<file path="config.mk">
export PLATFORM = sky130hd
export DESIGN_NAME = ones_counter_seq
export DESIGN_NICKNAME = d
export VERILOG_FILES = /design/src/rtl/ones_counter_seq_pkg.sv /design/src/rtl/ones_counter_seq_popcount.sv /design/src/rtl/ones_counter_seq.sv
export SDC_FILE = /design/constraint.sdc
export NUM_CORES = 1
export LEC_CHECK = 0
export CAP_MARGIN = 20
export CELL_PAD_IN_SITES_DETAIL_PLACEMENT = 1
export CELL_PAD_IN_SITES_GLOBAL_PLACEMENT = 1
export CORE_AREA = 2 2 83 85
export CTS_CLUSTER_SIZE = 40
export DETAILED_ROUTE_END_ITERATION = 16
export DIE_AREA = 0 0 85 87
export GPL_TIMING_DRIVEN = 0
export MAX_ROUTING_LAYER = met4
export PLACE_DENSITY = 0.72
export SYNTH_ARGS = -nofsm -noshare
export SYNTH_HDL_FRONTEND = slang
export SYNTH_SLANG_ARGS = --single-unit
</file>
<file path="constraint.sdc">
create_clock -name clk -period 2.97 [get_ports clk]
set_input_delay 0.4455 -clock clk [delete_from_list [all_inputs] [get_ports clk]]
set_output_delay 0.4455 -clock clk [all_outputs]
set_load 0.01 [all_outputs]
</file>
<file path="src/rtl/ones_counter_seq_pkg.sv">
// Shared types and helpers for the sequential ones counter.
package oc_pkg;

  typedef enum logic [1:0] {
    OC_IDLE  = 2'd0,
    OC_COUNT = 2'd1,
    OC_DONE  = 2'd2
  } oc_state_t;

  // Count cycles needed to walk a w-bit word c bits at a time.
  function automatic int oc_nbeats(int w, int c);
    return (w + c - 1) / c;
  endfunction

endpackage

</file>
<file path="src/rtl/ones_counter_seq_popcount.sv">
// Combinational ones count of a CHUNK-bit slice; CHUNK=3 is the classic one-counter cell.
module popcount_chunk #(
  parameter int unsigned CHUNK = 3
) (
  input  logic [CHUNK-1:0]         bits,
  output logic [$clog2(CHUNK+1)-1:0] ones_c
);

  localparam int unsigned PC_W = $clog2(CHUNK + 1);

  always_comb begin
    ones_c = '0;
    for (int i = 0; i < int'(CHUNK); i++) begin
      ones_c = ones_c + PC_W'(bits[i]);
    end
  end

endmodule

</file>
<file path="src/rtl/ones_counter_seq.sv">
// Sequential ones counter with per-frame running total; build with OC_SATURATE_EN
// to clamp the total at all-ones instead of wrapping.
module ones_counter_seq
  import oc_pkg::*;
#(
  parameter  int unsigned WIDTH = 8,
  parameter  int unsigned CHUNK = 3,
  parameter  int unsigned ACC_W = 8,
  localparam int unsigned CNT_W = $clog2(WIDTH + 1)
) (
  input  logic             clk,
  input  logic             rst,
  input  logic             in_valid,
  output logic             in_ready,
  input  logic [WIDTH-1:0] in_data,
  input  logic             in_last,
  output logic             out_valid,
  input  logic             out_ready,
  output logic [CNT_W-1:0] out_count,
  output logic [ACC_W-1:0] out_total,
  output logic             out_last,
  output logic             overflow
);

  localparam int unsigned NBEATS = oc_nbeats(WIDTH, CHUNK);
  localparam int unsigned BEAT_W = (NBEATS > 1) ? $clog2(NBEATS) : 1;
  localparam int unsigned PC_W   = $clog2(CHUNK + 1);
  localparam int unsigned SUM_W  = ACC_W + 1;
  localparam logic [BEAT_W-1:0] LAST_BEAT = BEAT_W'(NBEATS - 1);

  oc_state_t          state, next_state;
  logic [WIDTH-1:0]   sr;
  logic [CNT_W-1:0]   cnt;
  logic [BEAT_W-1:0]  beat;
  logic               last_q;
  logic [ACC_W-1:0]   acc;

  logic [PC_W-1:0]    pc_c;
  logic [CNT_W-1:0]   cnt_next_c;
  logic [SUM_W-1:0]   sum_c;
  logic [ACC_W-1:0]   acc_next_c;

  popcount_chunk #(.CHUNK(CHUNK)) u_pc (
    .bits   (sr[CHUNK-1:0]),
    .ones_c (pc_c)
  );

  // Running count and frame total for the beat in progress.
  always_comb begin
    cnt_next_c = cnt + CNT_W'(pc_c);
    sum_c      = SUM_W'(acc) + SUM_W'(cnt_next_c);
`ifdef OC_SATURATE_EN
    acc_next_c = sum_c[ACC_W] ? {ACC_W{1'b1}} : sum_c[ACC_W-1:0];
`else
    acc_next_c = sum_c[ACC_W-1:0];
`endif
  end

  always_ff @(posedge clk or posedge rst) begin
    if (rst) state <= OC_IDLE;
    else     state <= next_state;
  end

  always_comb begin
    next_state = state;
    case (state)
      OC_IDLE:  if (in_valid && in_ready) next_state = OC_COUNT;
      OC_COUNT: if (beat == LAST_BEAT)    next_state = OC_DONE;
      OC_DONE:  if (out_ready)            next_state = OC_IDLE;
      default:                            next_state = OC_IDLE;
    endcase
  end

  // Datapath; in_ready is registered so it first rises one cycle after reset release.
  always_ff @(posedge clk or posedge rst) begin
    if (rst) begin
      in_ready  <= 1'b0;
      sr        <= '0;
      cnt       <= '0;
      beat      <= '0;
      last_q    <= 1'b0;
      acc       <= '0;
      out_valid <= 1'b0;
      out_count <= '0;
      out_total <= '0;
      out_last  <= 1'b0;
      overflow  <= 1'b0;
    end else begin
      in_ready <= (next_state == OC_IDLE);
      case (state)
        OC_IDLE: begin
          if (in_valid && in_ready) begin
            sr     <= in_data;
            cnt    <= '0;
            beat   <= '0;
            last_q <= in_last;
          end
        end
        OC_COUNT: begin
          sr   <= sr >> CHUNK;
          cnt  <= cnt_next_c;
          beat <= beat + BEAT_W'(1);
          if (beat == LAST_BEAT) begin
            out_count <= cnt_next_c;
            out_total <= acc_next_c;
            acc       <= acc_next_c;
            overflow  <= overflow | sum_c[ACC_W];
            out_last  <= last_q;
            out_valid <= 1'b1;
          end
        end
        OC_DONE: begin
          if (out_ready) begin
            out_valid <= 1'b0;
            if (last_q) begin
              acc      <= '0;
              overflow <= 1'b0;
            end
          end
        end
        default: ;
      endcase
    end
  end

endmodule

</file>
==> results of run 1 <==
[placed cells by master (no fill, tap or decap), drive strengths merged, types with 2 or more instances in the layout]
master and count:
a211oi 2, a21o 5, a21oi 3, a22oi 3, a31oi 6, buf 10
clkbuf 10, clkdlybuf4s50 28, clkinv 2, dfrtp 41, fa 3, ha 7
inv 14, mux2i 2, nand2 40, nand3 10, nand4 2, nor2 9
nor2b 3, nor3 2, o21a 2, o21ai 23, xor2 2
[tightest hold or removal path, cell delays in order, from the launching register on]
cell and delay [ns]:
dfrtp_1 0.35, nand2_1 0.05, nand2_1 0.06
[synthesized netlist by cell type]
master	number	area share, %
dfrtp_1	41	51
and2_1	1	0.31
xor2_1	2	0.87
nand3_1	10	2.5
o21ai_2	1	0.43
inv_1	14	2.6
nand2_1	40	7.4
and3b_1	1	0.43
a22oi_1	3	1.1
o22ai_1	1	0.31
nand4_1	2	0.62
a2111oi_2	1	0.74
a211oi_2	1	0.62
o21a_1	2	0.74
and2b_1	1	0.37
a21oi_1	3	0.74
or2_2	1	0.31
nor2_1	8	1.5
o21ai_0	17	4.2
mux2i_1	2	0.99
fa_1	3	3.0
clkbuf_1	5	0.93
o2111ai_1	1	0.43
mux2_2	1	0.56
nand2b_1	1	0.31
ha_1	7	4.3
nor2b_1	3	0.93
o211ai_1	1	0.37
o211a_1	1	0.50
o21ai_1	5	1.2
a21o_1	5	1.9
buf_2	3	0.74
nor3_1	2	0.50
xnor2_1	1	0.43
nand4b_1	1	0.43
nor2_2	1	0.31
a211oi_1	1	0.37
buf_6	2	1.1
a22o_1	1	0.43
a41o_1	1	0.50
a31oi_1	6	1.9
a211o_1	1	0.43
nand3b_2	1	0.56
o31ai_1	1	0.37
[worst paths after layout]
check / startpoint / to / slack (ns) / depth (start not counted)
max: sr[0]$_DFFE_PP0P_ / overflow$_DFFE_PP0P_ / 0.03 / 9
min: out_last$_DFFE_PP0P_ / out_last$_DFFE_PP0P_ / 0.49 / 2
max reg2reg: sr[0]$_DFFE_PP0P_ / overflow$_DFFE_PP0P_ / 0.03 / 9
min reg2reg: out_last$_DFFE_PP0P_ / out_last$_DFFE_PP0P_ / 0.49 / 2
max in group asynchronous: rst / acc[5]$_DFFE_PP0P_ / 1.74 / 2
min in group asynchronous: rst / out_count[3]$_DFFE_PP0P_ / 0.64 / 2
[per-layer routing]
layer	share of wire, %	vias up	routed length, um	track usage [%]
met1	44	801	2153	16.34
li1	-	787	-	-
met4	1.1	0	52	4.185
met5	0	-	0	-
met3	2.5	7	120	2.559
met2	52	22	2553	26.42
[power by group]
group / leakage, nW / internal, mW / switching (mW) / total (mW)
combinational: 0.614 / 0.948 / 1.01 / 1.96
clock: 0.0439 / 0.163 / 0.211 / 0.374
sequential: 0.517 / 0.808 / 0.188 / 0.996
[kinds of logic (layout without fill, tap and decap cells)]
logic type	count (synthesis)	in the layout	share of synthesized area (%)
simple gates	73	73	16.46
compound gates	53	53	17.27
flops	41	41	50.74
buf+inv	24	65	5.383
fa+ha+maj	10	10	7.302
xor+xnor	3	3	1.300
mux	3	3	1.547
[what timing repair did]
| item | CTS | global route |
|---|---|---|
| setup buffers | 3 | 2 |
| hold buffers | 0 | 0 |
| pin swaps | 1 | 8 |
| hold endpoints to repair | 0 | 0 |
| resized for setup | 7 | 14 |
| setup endpoints to repair | 9 | 11 |
[final cells by class]
type                            instances  area (um2)  share of cell area [%]
Sequential cell                        41        1026                   38.95
Clock buffer                            5       68.82                   2.613
Inverter                               14       52.55                   1.995
Clock inverter                          3       17.52                  0.6651
Tap cell                               80       100.1                   3.800
Multi-Input combinational cell        142       994.7                   37.77
Buffer                                 10       56.30                   2.138
Timing Repair Buffer                   33       317.8                   12.07
[state kept, by name (all words and copies together) (netlist names)]
| name | cells |
|---|---|
| out_valid | 1 |
| in_ready | 1 |
| cnt | 4 |
| acc | 8 |
| last_q | 1 |
| state | 2 |
| out_last | 1 |
| beat | 2 |
| sr | 8 |
| overflow | 1 |
| out_total | 8 |
| out_count | 4 |
==> out/metrics.yaml, run 1 <==
status: "finished clean"
whs_ns: 0.4855
synth_nets: 230
critPathCaptureType: "register"
drtIter0Drc: 54
crit_required_ns: 3.20
slew_viol_final: 0
areaGrowthSynthToFinish_pct: 30.26
cts_buffers: 5
ir_worst_vdd_v: 0.0005640
first_global_vias: 1757
min_period_ns: 2.938
wl_um: 4878
cp_cell_sequence: "fa_1 -> ha_2 -> inv_2 -> fa_2 -> fa_2 -> and2b_2 -> o21ai_4 -> a2111oi_4 -> o21a_1"
io_pins: 29
path_clk_slew_ns: 0.08
core_um2: 6569
antenna_found_initial: 0
ant_nets: 0
cts_htree_levels: 2
finalCritPeriodShare_pct: 98.92
min_path_type: "register to register"
max_stage_delay_ns: 0.54
grt_pass1_wl_um: 8183
fmax_ghz: 0.3404
fillCellCount: 726
max_slew_margin_pct: 40.24
fin_nets: 270
drive_gt1_share_pct: 16.94
seq_area_frac_synth_pct: 50.74
vias: 1617
insertion_delay_ns: 0.30
power.leakage_nw: 1.174
p_per_area_nw_per_um2: 1265
design.die.area_um2: 7395
start_util_pct: 30.78
hold_viol: 0
grt_overflow_total: 0
post_dp_cell_area_um2: 2402
path_max_fanout: 4
finClkSkew_ns: 0.01124
final_util_pct: 40.10
critical-path-top-delay-family: "adder cells"
ys_ff_latch: 41
place_congestion: 0.7926
cpMaxStageDelayCell: "fa_1"
dp_slack_ns: -0.1981
synth_cells: 207
wl_per_cell_um: 14.87
crit_path_start_kind: "register"
fp-row-count: 30
cts_sinks: 41
setup_ws_ns: 0.03213
die_x_um: 85
io_buffer_count: 28
tritoncts: "built"
finalSetupTns_ns: 0
n_antenna_cell: 0
critPathMostFrequentCell: "fa_2"
rsz0062_at_grt: "true"
crit_type: "register to register"
avgSynthCellArea_um2: 9.768
crit_arrival_ns: 3.17
hpwl_um: 3333
clockBufferDepth: 2
drv_cap: 0
yosys_warnings: 0
dp_cells: 315
die_y_um: 87
worst_pin_slew_ns: 0.8965
final_area_um2: 2634
setup_violations: 0
first_pass_iters: 4
final_cells: 328
p_total_mw: 3.331
synth.distinct_cells: 44
grt_max_degree: 42
route.detailed.drc: 0
track_usage_pct: 14.52
worst-path-buf-inv: 1
cts_root_buf: "clkbuf_8"
syn_area_um2: 2022
viasPerCell: 4.930
Power figures use the tool's default switching activity.
==> inputs of run 2 (changes only) <==
- CORE_AREA: 2 2 83 85 -> 2 2 77 79
- DIE_AREA: 0 0 85 87 -> 0 0 79 81
- PLACE_DENSITY: 0.72 -> 0.81
==> run 2 against run 1 <==
Global-route usage rose by 2.9 points. Utilization rose by 5.7 points. Sequential share of layout area rose by 0.53 points. Combinational power fell by 5%. Largest power group unchanged. Total power fell by 3.4%. Count of clock-buffer cells in the layout rose by 3. Worst setup slack got worse by 0.026 ns. Critical path depth did not move. Flip-flop and latch count did not move.
==> out/metrics.yaml, run 2 (same netlist as run 1, synthesis figures left out) <==
setup_violations: 0  # unchanged
cp_cell_sequence: "fa_1 -> ha_2 -> inv_2 -> fa_2 -> fa_2 -> and2b_2 -> o21ai_4 -> a2111oi_4 -> o21a_1"  # unchanged
fp-row-count: 28  # was 30
fin_nets: 268  # was 270
r2r_slack_ns: 0.006  # was 0.03 ns
wl_um: 4870  # was 4878 um
dp_slack_ns: -0.2735  # was -0.1981 ns
grt_overflow_total: 0  # unchanged
finalSetupTns_ns: 0  # unchanged
antenna_found_initial: 0  # unchanged
io_buffer_count: 28  # unchanged
hpwl_um: 3388  # was 3333 um
clockBufferDepth: 2  # unchanged
p_total_mw: 3.217  # was 3.331 mW
cts_sinks: 41  # unchanged
mostFrequentLayoutCells: "dfrtp_1 (41), nand2_1 (40), clkdlybuf4s50_1 (28)"  # unchanged
first_pass_iters: 4  # unchanged
grt_max_degree: 42  # unchanged
status: "finished clean"  # unchanged
path_clk_slew_ns: 0.08  # about the same
hold_viol: 0  # unchanged
final_area_um2: 2599  # was 2634 um2
viasPerCell: 5.115  # was 4.930
drtIter0Drc: 58  # was 54
critPathMostFrequentCell: "fa_2"  # unchanged
max_slew_margin_pct: 41.57  # was 40.24%
hold_depth: 1  # was 2
finClkSkew_ns: 0.003587  # was 0.01124 ns
reg_top3: "acc: 8 flops, out_total: 8 flops, sr: 8 flops"  # unchanged
final_common_cell: "dfrtp_1"  # unchanged
critical-path-top-delay-family: "adder cells"  # unchanged
core_um2: 5675  # was 6569 um2
cts_htree_levels: 2  # unchanged
startpoint: "sr[0]$_DFFE_PP0P_"  # unchanged
worstRegToRegCells: 9  # unchanged
first_global_vias: 1847  # was 1757
crit_arrival_ns: 3.20  # was 3.17 ns
worst-path-buf-inv: 1  # unchanged
drv_cap: 0  # unchanged
die_y_um: 81  # was 87 um
post_dp_cell_area_um2: 2396  # was 2402 um2
ant_nets: 0  # unchanged
io_pins: 29  # unchanged
cts_buffers: 5  # unchanged
cts_root_buf: "clkbuf_8"  # unchanged
place_congestion: 0.8085  # was 0.7926
worst_pin_slew_ns: 0.8751  # was 0.8965 ns
slew_viol_final: 0  # unchanged
setup_ws_ns: 0.006142  # was 0.03213 ns
n_antenna_cell: 0  # unchanged
die_x_um: 79  # was 85 um
crit_end: "overflow$_DFFE_PP0P_"  # unchanged
route.detailed.drc: 0  # unchanged
design.die.area_um2: 6399  # was 7395 um2
insertion_delay_ns: 0.29  # was 0.30 ns
max_stage_delay_ns: 0.54  # about the same
fmax_ghz: 0.3374  # was 0.3404 GHz
grt_pass1_wl_um: 8445  # was 8183 um
wl_per_cell_um: 15.17  # was 14.87 um
min_path_type: "register to register"  # unchanged
rsz0062_at_grt: "true"  # unchanged
areaGrowthSynthToFinish_pct: 28.53  # was 30.26%
ir_worst_vdd_v: 0.0004391  # was 0.0005640 V
crit-reg2reg-launch: "sr[0]$_DFFE_PP0P_"  # unchanged
crit_type: "register to register"  # unchanged
crit_cells: 9  # unchanged
drive_gt1_share_pct: 14.63  # was 16.94%
vias: 1642  # was 1617
tritoncts: "built"  # unchanged
start_util_pct: 35.63  # was 30.78%
path_max_fanout: 4  # unchanged
min_period_ns: 2.964  # was 2.938 ns
crit_required_ns: 3.20  # about the same
power.leakage_nw: 1.166  # was 1.174 nW
cpMaxStageDelayCell: "fa_1"  # unchanged
final_util_pct: 45.79  # was 40.10%
crit_path_start_kind: "register"  # unchanged
reg2reg_to: "overflow$_DFFE_PP0P_"  # unchanged
finalCritPeriodShare_pct: 99.79  # was 98.92%
critPathCaptureType: "register"  # unchanged
p_per_area_nw_per_um2: 1238  # was 1265 nW/um2
hold_start: "out_total[3]$_DFFE_PP0P_"  # was out_last$_DFFE_PP0P_
track_usage_pct: 17.38  # was 14.52%
## run 2: cell types whose count changed in the layout (fill, tap and decap cells not counted), sizes merged
cell	change
clkinvlp	-1
clkinv	-2
clkbuf	+3
buf	-2
## run 2: power by group
part	internal [mW]	switching [mW]	total, mW
Clock	0.167	0.194	0.362
Sequential	0.807	0.187	0.994
Combinational	0.874	0.987	1.86
Total	1.85	1.37	3.22
## run 2: worst reg2reg max path, stage by stage, from the launching register on
cell and delay [ns]:
dfrtp_1 0.41, fa_1 0.54, ha_2 0.19, inv_2 0.04
fa_2 0.49, fa_2 0.38, and2b_2 0.29, o21ai_4 0.09
a2111oi_4 0.31, o21a_1 0.18
## run 2: repair_timing
| action | 4_1_cts | 5_1_grt |
|---|---|---|
| hold buffers | 0 | 0 |
| resized for setup | 7 | 12 |
| pin swaps | 1 | 5 |
| hold endpoints to repair | 0 | 0 |
| setup endpoints to repair | 11 | 11 |
| buffers inserted | 2 | 1 |
## run 2: layer usage
layer  routed length (um)  global-route usage [%]
met1                 2154                   19.94
met2                 2558                   31.53
met3                  108                   2.667
met4                   48                   5.172
met5                    0                       -
## run 2: how the worst min path moves through the flow
stage | slack, ns | end
CTS | 0.49 | out_total[2]$_DFFE_PP0P_
floorplan | 0.45 | out_last$_DFFE_PP0P_
detailed placement | 0.47 | out_total[2]$_DFFE_PP0P_
global route | 0.49 | out_total[3]$_DFFE_PP0P_
global placement | 0.46 | out_total[3]$_DFFE_PP0P_
finish | 0.48 | out_total[3]$_DFFE_PP0P_
## run 2: area by class of cell
| type | count | area, um2 |
|---|---|---|
| fill | 665 | 3077 |
| sequential | 41 | 1026 |
| multi-input combinational | 142 | 987.2 |
| timing repair buffer | 31 | 302.8 |
| tap | 75 | 93.84 |
| clock buffer | 8 | 80.08 |
| buffer | 10 | 56.30 |
| inverter | 14 | 52.55 |
## run 2: through the flow
| step | hold WS [ns] | cells |
|---|---|---|
| 6_report | 0.4813 | 321 |
| 4_1_cts | 0.4864 | 320 |
| 5_1_grt | 0.4947 | 321 |
| 3_5_place_dp | 0.4687 | 310 |
| 3_3_place_gp | 0.4592 | 310 |
| 2_1_floorplan | 0.4547 | 207 |
==> inputs of run 3 (changes only) <==
- CORE_AREA: 2 2 77 79 -> 4 4 78 80
- CTS_BUF_LIST: unset -> sky130_fd_sc_hd__clkbuf_8
- CTS_CLUSTER_DIAMETER: unset -> 200
- DIE_AREA: 0 0 79 81 -> 0 0 82 84
- PLACE_DENSITY: 0.81 -> 0.83
==> run 3 against run 2 <==
Final area fell by 1.9%. Sequential power hardly changed. Critical endpoint unchanged. Critical path type unchanged. Highest routed layer unchanged. Fmax is 3.0% higher.
==> out/metrics.yaml, run 3 (same netlist as run 1, synthesis figures left out) <==
crit_arrival_ns: 3.12  # was 3.20 ns
power.leakage_nw: 1.170  # was 1.166 nW
slew_viol_final: 0  # unchanged
grt_overflow_total: 0  # unchanged
cts_buffers: 5  # unchanged
drtIter0Drc: 39  # was 58
route.detailed.drc: 0  # unchanged
reg_top3: "acc: 8 flops, out_total: 8 flops, sr: 8 flops"  # unchanged
wl_per_cell_um: 14.95  # was 15.17 um
setup_ws_ns: 0.09118  # was 0.006142 ns
hpwl_um: 3569  # was 3388 um
status: "finished clean"  # unchanged
clockBufferDepth: 2  # unchanged
power_frac_clock_pct: 11.2  # about the same
crit-reg2reg-launch: "sr[0]$_DFFE_PP0P_"  # unchanged
fp-row-count: 27  # was 28
wl_um: 4738  # was 4870 um
whs_ns: 0.4804  # was 0.4813 ns
p_per_area_nw_per_um2: 1228  # was 1238 nW/um2
worstRegToRegCells: 9  # unchanged
final_common_cell: "dfrtp_1"  # unchanged
areaGrowthSynthToFinish_pct: 26.05  # was 28.53%
insertion_delay_ns: 0.30  # was 0.29 ns
grt_max_degree: 42  # unchanged
crit_end: "overflow$_DFFE_PP0P_"  # unchanged
first_global_vias: 1683  # was 1847
worst_pin_slew_ns: 0.8656  # was 0.8751 ns
start_util_pct: 37.41  # was 35.63%
core_um2: 5405  # was 5675 um2
critPathCaptureType: "register"  # unchanged
grt_pass1_wl_um: 7983  # was 8445 um
combPwrFrac_pct: 57.1  # was 57.9%
design.die.area_um2: 6888  # was 6399 um2
final_util_pct: 47.15  # was 45.79%
ir_worst_vdd_v: 0.0004670  # was 0.0004391 V
fmax_ghz: 0.3474  # was 0.3374 GHz
setup_violations: 0  # unchanged
vias: 1587  # was 1642
r2r_slack_ns: 0.09  # was 0.006 ns
drive_gt1_share_pct: 13.47  # was 14.63%
drv_cap: 0  # unchanged
n_antenna_cell: 0  # unchanged
max_slew_margin_pct: 42.21  # was 41.57%
crit_path_start_kind: "register"  # unchanged
swShare_pct: 42.17  # was 42.54%
hold_viol: 0  # unchanged
finClkSkew_ns: 0.007775  # was 0.003587 ns
switchingPower_mw: 1.320  # was 1.368 mW
place_congestion: 0.8636  # was 0.8085
cts_hold_buffers: 0  # unchanged
path_clk_slew_ns: 0.08  # about the same
final_cells: 317  # was 321
fin_nets: 267  # was 268
track_usage_pct: 15.28  # was 17.38%
reg2reg_to: "overflow$_DFFE_PP0P_"  # unchanged
cts_htree_levels: 2  # unchanged
min_path_type: "register to register"  # unchanged
dp_slack_ns: -0.2211  # was -0.2735 ns
startpoint: "sr[0]$_DFFE_PP0P_"  # unchanged
seq_area_um2: 1026  # unchanged
p_seq_share_pct: 31.7  # was 30.9%
multi_input_area_um2: 948.4  # was 987.2 um2
first_pass_iters: 3  # was 4
cts_root_buf: "clkbuf_8"  # unchanged
die_y_um: 84  # was 81 um
viasPerCell: 5.006  # was 5.115
antenna_found_initial: 0  # unchanged
p_int_mw: 1.810  # was 1.848 mW
finalCritPeriodShare_pct: 96.93  # was 99.79%
die_x_um: 82  # was 79 um
fillCellCount: 627  # was 665
dp_cells: 307  # was 310
path_max_fanout: 4  # unchanged
mostFrequentLayoutCells: "dfrtp_1 (41), nand2_1 (40), clkdlybuf4s50_1 (28)"  # unchanged
crit_type: "register to register"  # unchanged
min_period_ns: 2.879  # was 2.964 ns
io_buffer_count: 28  # unchanged
io_pins: 29  # unchanged
ant_nets: 0  # unchanged
crit_required_ns: 3.21  # was 3.20 ns
cts_sinks: 41  # unchanged
tritoncts: "built"  # unchanged
rsz0062_at_grt: "true"  # unchanged
## run 3: timing repair
item	4_1_cts	5_1_grt
cloned	0	0
buffers inserted	2	0
gates resized for setup	7	7
pin swaps	5	4
endpoints found under the hold margin	0	0
setup endpoints to repair	11	11
## run 3: layout make-up
class / instances / area share (%)
Buffer: 10 / 2.209
Clock buffer: 5 / 2.700
Clock inverter: 3 / 0.4418
Inverter: 14 / 2.062
Multi-Input combinational cell: 142 / 37.21
Sequential cell: 41 / 40.26
Tap cell: 72 / 3.535
Timing Repair Buffer: 30 / 11.59
## run 3: worst min path at each step
stage | from | to | slack (ns) | depth (start not counted)
detailed placement | out_total[0]$_DFFE_PP0P_ | out_total[0]$_DFFE_PP0P_ | 0.47 | 2
CTS | out_total[0]$_DFFE_PP0P_ | out_total[0]$_DFFE_PP0P_ | 0.49 | 2
global placement | out_total[2]$_DFFE_PP0P_ | out_total[2]$_DFFE_PP0P_ | 0.46 | 1
global route | out_count[0]$_DFFE_PP0P_ | out_count[0]$_DFFE_PP0P_ | 0.52 | 2
finish | out_total[0]$_DFFE_PP0P_ | out_total[0]$_DFFE_PP0P_ | 0.48 | 2
floorplan | last_q$_DFFE_PP0P_ | out_last$_DFFE_PP0P_ | 0.45 | 2
## run 3: layer usage
layer  track usage (%)  vias to the layer above  routed length [um]
li1                  -                      779                   -
met1             18.55                      778                2062
met2             25.57                       25                2444
met3             3.024                        5                 165
met4             4.079                        0                  66
met5                 -                        -                   0
## run 3: power by group through the flow
stage	Combinational, mW	Clock (mW)	Sequential [mW]
after detailed placement	1.60	0	0.998
after global placement	1.51	0	0.981
after floorplan	1.04	0	0.994
after CTS	1.76	0.355	0.991
final	1.79	0.352	0.991
after global routing	2.01	0.385	1.03
## run 3: per-stage QoR
step	setup TNS, ns	power [mW]	instance area, um2
floorplan	0	2.035	2022
global placement	-0.6509	2.491	2392
detailed placement	-1.547	2.598	2392
CTS	0	3.103	2524
global route	-0.05883	3.426	2549
finish	0	3.130	2549
## run 3: worst max-delay path: stages, from the launching register on
cell	delay, ns
dfrtp_1	0.41
fa_1	0.54
ha_2	0.18
inv_2	0.04
fa_2	0.46
fa_2	0.36
and2b_2	0.27
o21ai_2	0.09
a2111oi_2	0.32
o21a_1	0.15
